[src/rtl/divrem_seq_pkg.sv]
// Shared constants and types for the sequential divide/remainder unit.
package divrem_seq_pkg;

  // Default iteration count: one quotient bit per cycle for a 32-bit divide.
  localparam int unsigned DIV_ITERS_DEFAULT = 32;
  localparam int unsigned CNT_W = 6;

  localparam logic [31:0] DIV_BYZERO_QUO = 32'hFFFF_FFFF;
  localparam logic [31:0] DIV_OVF_QUO    = 32'h8000_0000;

  typedef enum logic [1:0] {
    StIdle,
    StCalc,
    StFix,
    StDone
  } div_state_e;

  // Magnitude of a possibly-signed operand; unsigned operands pass through.
  function automatic logic [31:0] mag32(input logic [31:0] x, input logic is_signed);
    return (is_signed && x[31]) ? (~x + 32'd1) : x;
  endfunction

endpackage

[src/rtl/divrem_seq_step.sv]
// One combinational restoring-division iteration.
module divrem_seq_step (
  input  logic [31:0] rem_in,
  input  logic [31:0] dvd_in,
  input  logic [31:0] dvs,
  output logic [31:0] rem_out,
  output logic [31:0] dvd_out
);

  logic [32:0] shifted;
  logic [31:0] diff;
  logic        ge;

  // Shift in the next dividend bit, trial-subtract, restore on borrow.
  always_comb begin
    shifted = {rem_in, dvd_in[31]};
    ge      = (shifted >= {1'b0, dvs});
    // Low 32 bits of the difference are exact whenever ge holds.
    diff    = shifted[31:0] - dvs;
    rem_out = ge ? diff : shifted[31:0];
    // Quotient bits fill the dividend register from the bottom.
    dvd_out = {dvd_in[30:0], ge};
  end

endmodule

[src/rtl/divrem_seq.sv]
// Sequential restoring divider for DIV/DIVU/REM/REMU.
module divrem_seq
  import divrem_seq_pkg::*;
#(
  parameter int unsigned DIV_ITERS = DIV_ITERS_DEFAULT
) (
  input  logic        clk,
  input  logic        cpurst,
  input  logic [31:0] dividend,
  input  logic [31:0] divider,
  input  logic        divsigned,
  input  logic        diven_p,
  output logic [31:0] quo,
  output logic [31:0] rem,
  output logic        diven,
  output logic        divout_valid
);

  div_state_e       state_q, state_d;
  logic [CNT_W-1:0] cnt_q;
  logic [31:0]      acc_q, dvd_q, dvs_q;
  logic             quo_neg_q, rem_neg_q;
  logic [31:0]      quo_q, rem_q;
  logic [31:0]      step_rem, step_dvd;
  logic             div_zero, sgn_ovf, last_iter;

  assign div_zero  = (divider == 32'd0);
  assign sgn_ovf   = divsigned && (dividend == 32'h8000_0000) && (divider == 32'hFFFF_FFFF);
  assign last_iter = (cnt_q == CNT_W'(DIV_ITERS - 1));

  divrem_seq_step u_step (
    .rem_in  (acc_q),
    .dvd_in  (dvd_q),
    .dvs     (dvs_q),
    .rem_out (step_rem),
    .dvd_out (step_dvd)
  );

  // State register.
  always_ff @(posedge clk) begin
    if (cpurst) state_q <= StIdle;
    else        state_q <= state_d;
  end

  // Next-state logic and status outputs.
  always_comb begin
    state_d      = state_q;
    diven        = 1'b0;
    divout_valid = 1'b0;
    case (state_q)
      StIdle: begin
        if (diven_p) state_d = (div_zero || sgn_ovf) ? StDone : StCalc;
      end
      StCalc: begin
        diven = 1'b1;
        if (last_iter) state_d = StFix;
      end
      StFix: begin
        diven   = 1'b1;
        state_d = StDone;
      end
      StDone: begin
        divout_valid = 1'b1;
        state_d      = StIdle;
      end
      default: state_d = StIdle;
    endcase
  end

  // Datapath: operand capture, iteration, sign fix-up and result registers.
  always_ff @(posedge clk) begin
    if (cpurst) begin
      cnt_q     <= '0;
      acc_q     <= '0;
      dvd_q     <= '0;
      dvs_q     <= '0;
      quo_neg_q <= 1'b0;
      rem_neg_q <= 1'b0;
      quo_q     <= '0;
      rem_q     <= '0;
    end else begin
      case (state_q)
        StIdle: begin
          if (diven_p) begin
            if (div_zero) begin
              quo_q <= DIV_BYZERO_QUO;
              rem_q <= dividend;
            end else if (sgn_ovf) begin
              quo_q <= DIV_OVF_QUO;
              rem_q <= '0;
            end else begin
              dvd_q     <= mag32(dividend, divsigned);
              dvs_q     <= mag32(divider, divsigned);
              acc_q     <= '0;
              cnt_q     <= '0;
              quo_neg_q <= divsigned && (dividend[31] ^ divider[31]);
              rem_neg_q <= divsigned && dividend[31];
            end
          end
        end
        StCalc: begin
          acc_q <= step_rem;
          dvd_q <= step_dvd;
          cnt_q <= cnt_q + CNT_W'(1);
        end
        StFix: begin
          quo_q <= quo_neg_q ? (~dvd_q + 32'd1) : dvd_q;
          rem_q <= rem_neg_q ? (~acc_q + 32'd1) : acc_q;
        end
        default: ;
      endcase
    end
  end

  assign quo = quo_q;
  assign rem = rem_q;

endmodule

[config.mk]
export PLATFORM = sky130hd
export DESIGN_NAME = divrem_seq
export DESIGN_NICKNAME = d
export VERILOG_FILES = /design/src/rtl/divrem_seq_pkg.sv /design/src/rtl/divrem_seq_step.sv /design/src/rtl/divrem_seq.sv
export SDC_FILE = /design/constraint.sdc
export NUM_CORES = 1
export LEC_CHECK = 0
export CAP_MARGIN = 0
export CELL_PAD_IN_SITES_DETAIL_PLACEMENT = 1
export CELL_PAD_IN_SITES_GLOBAL_PLACEMENT = 2
export CORE_UTILIZATION = 31
export DETAILED_ROUTE_END_ITERATION = 7
export PLACE_DENSITY_LB_ADDON = 0.15
export SLEW_MARGIN = 30
export SYNTH_ARGS = -nofsm -noshare
export SYNTH_HDL_FRONTEND = slang
export SYNTH_HIERARCHICAL = 1
export SYNTH_SLANG_ARGS = --single-unit
[constraint.sdc]
create_clock -name clk -period 3.3 [get_ports clk]
set_clock_uncertainty 0.1 [all_clocks]
set_input_delay 0.33 -clock clk [delete_from_list [all_inputs] [get_ports clk]]
set_output_delay 0.33 -clock clk [all_outputs]
set_load 0.02 [all_outputs]
==> results.md <==
* Fin Hold WS at 209 ps
* Slew @ Worst Pin at approximately 730 ps
* Sequential element share of the synthesized area at 28.0%
* Max cap viols at 0
* Seq pwr share at just under 30%
* Area share of the largest cell type after synthesis at 28.0%
* Routability cong. at 0.910
* PD cells at 601 nW/µm²
* Clock latency on the worst-skew pair at ~460 ps
* Worst path top cell family by delay: compound AO/OA/AOI/OAI gates
* Die Ht at 200 µm
* Overflow after GRT at 0
* Cts-stage hold buffer count at 0
* Via-to-Cell Ratio at 5.29
* Final Hold Viols at 0
* TritonCTS clock tree: built
* Post-route DRC at 0
* Num Clock Sinks at 170
* Synth-to-layout area growth at 29.0%
* Clock-pin slew on the worst setup and hold paths at 70 ps
* Worst vdd ir at around 470 µV
* Relative slew slack at between 50 and 60%
* Fmax at 317 MHz
* Synth top area cells: dfxtp_1, xnor2_1, a211oi_1
* Io pins at about 130
* Crit Path Class: register to register
* PortBufs at around 130
* Mapped Area at 12200 µm²
* Detailed Routing Iterations Pass 1 at 5
* Clk root buf: clkbuf_16
* Setup tns final at 0 ps
* Psw at 4100 µW
* Comb power frac at 48.5%
* Most frequent cells in the layout: nand2_1, dfxtp_1, buf_4
* CP max stage cell: ha_1
* Area leader, netlist: dfxtp_1
* Cell Int Power at 5320 µW
* Vias at 12100
* CTS H-tree depth at 4
* Switching portion of total power at 43.5%
* First-pass GRT wire length at 71000 µm
* Ant. Diodes at 0
* Max incr delay on CP at between 300 and 400 ps
* Initial antenna violation count at 0
* Clk buf depth at 2
* Rows at 72
* Hold WC Path Type: primary input to register
* Slew Limit Fails at 0
* Min Tclk post-route at 3160 ps
* Nets@finish at approximately 1900
* CP Data Required Time at 3510 ps
* Total power at 9420 µW
* Post-synth EDFFs at 0
* Synth async-reset ratio at 0%
* Share of cells above drive strength 1 at 17.3%
* Largest net degree at the start of global routing at 63
* CP endpoint kind: register
* Startpoint class of the critical path: register
* Total Routing Usage GR at 23.4%
* Crit path DAT at 3360 ps
* CP max FO at 5
* Post-synthesis register bit count at 170
* Ys flop type: dfxtp_1
* Leakage at 0.00591 µW
* Clock share of power at 22.3%
* WL/cell at 20.3 µm
* Post-Syn Nets at around 1700
* Most common cell after layout, fill and taps aside: nand2_1
* CP Cell Sequence: inv_1 > ha_1 > nor2b_2 > o31a_1 > buf_4 > o211ai_1 > o2111ai_1 > a31o_2 > a21oi_1 > xnor2_1 > mux2_4 > nand3_1 > a21oi_1
* Cell mode on critical path: a21oi_1
* Final WL at 46400 µm
* Mean Syn Cell Area at between 7 and 8 µm²
* Post-placement cell count at 2253
* Vias in the first global route at 12100
* DRT antenna net count at 0
* Total die area at 40000 µm²
* Buffers & Inverters on Critical Path at 2
* Yosys warns at 6
* Core region area at slightly below 40000 µm²
* Placed wire-length estimate at roughly 36000 µm
* Die W at 200 µm
* Outcome: completed
* Final core occ at 40.6%
* CTS buffer count at 17
* Crit share post-route at between 90% and 100%
* Post-Synthesis Cells at 1572
* Finished Layout Cells at 2287
* DR iter-0 viols at 516
* Initial Util at 31.4%
* Synth cell types at between 70 and 80
* # setup viols final at 0
registers in the layout, indices dropped and copies added (netlist names):
name,cells
quo,32
cnt_q,6
state_q,2
dvd_q,32
rem,32
rem_neg_q,1
acc_q,32
dvs_q,32
quo_neg_q,1
path summary, 6_finish.rpt:
kind             from   endpoint  slack [ps]  cells past startpoint
min reg2reg  cnt_q[5]   cnt_q[5]         370                      1
max reg2reg  dvs_q[2]  acc_q[28]         140                     13
min            cpurst  dvs_q[31]         210                      2
max          dvs_q[2]  acc_q[28]         140                     13
power by group through the flow:
stage          sequential [µW]  clock (µW)  combinational [µW]
2_1_floorplan             2770           0                2820
3_3_place_gp              2790           0                4430
3_5_place_dp              2800           0                4490
4_1_cts                   2760        2150                4520
5_1_grt                   2800        2240                4980
6_report                  2750        2100                4560
stage by stage:
| step | area, µm² | setup WS (ps) |
|---|---|---|
| global route | 15700 | -0.592 |
| detailed placement | 14900 | -192 |
| global placement | 14900 | -131 |
| CTS | 15500 | 4.91 |
| floorplan | 12200 | 202 |
| finish | 15700 | 145 |
cells in the mapped netlist, drive strengths merged, types with 5 or more instances:
library cell	n
a211oi	90
a21boi	5
a21o	10
a21oi	117
a22oi	26
a31o	27
a31oi	17
and2	6
and3	5
buf	60
clkbuf	80
dfxtp	170
ha	43
inv	66
mux2	29
mux2i	13
nand2	173
nand2b	8
nand3	53
nand4	19
nor2	129
nor2b	9
nor3	38
nor4	15
o211ai	5
o21a	7
o21ai	84
o31ai	28
o41ai	21
or3	14
or4	16
xnor2	90
xor2	54
metal layers:
metal  vias up  share of wire (%)  GRT usage, %
li1       6005                  -             -
met3        46                2.4          3.04
met1      5877                 45          29.5
met5         -                  0             0
met4         0                2.9          8.31
met2       160                 49          40.6
kinds of logic after synthesis:
kind of cell | Yosys count | share of synthesized area (%)
flip-flops | 170 | 28.0
AND/OR/NAND/NOR | 505 | 19.7
XOR/XNOR | 144 | 10.4
multiplexers | 42 | 4.04
adder cells (fa/ha/maj) | 44 | 4.59
buffers and inverters | 206 | 7.86
AO/OA/AOI/OAI | 461 | 25.5
repair_timing:
item,CTS,global route
setup buffers,1,0
endpoints found under the setup margin,2,30
hold endpoints to repair,0,0
pin swaps,1,10
gates cloned,0,1
resized for setup,0,19
final cells by class:
type                    instances  area (µm²)
clock inverters                12         141
multi-input cells            1196        7960
repair buffers                305        2830
flip-flops and latches        170        3410
clock buffers                  20         447
inverters                      66         248
fillers                      4591       23000
well taps                     518         648
worst reg2reg max path, delay by kind of cell (launching register included):
kind | cells | cell delay, ps
compound gates | 6 | 1400
mux | 1 | 260
buf+inv | 2 | 200
simple gates | 2 | 270
fa+ha+maj | 1 | 350
xor+xnor | 1 | 110
flops | 1 | 340
Power figures use the tool's default switching activity.
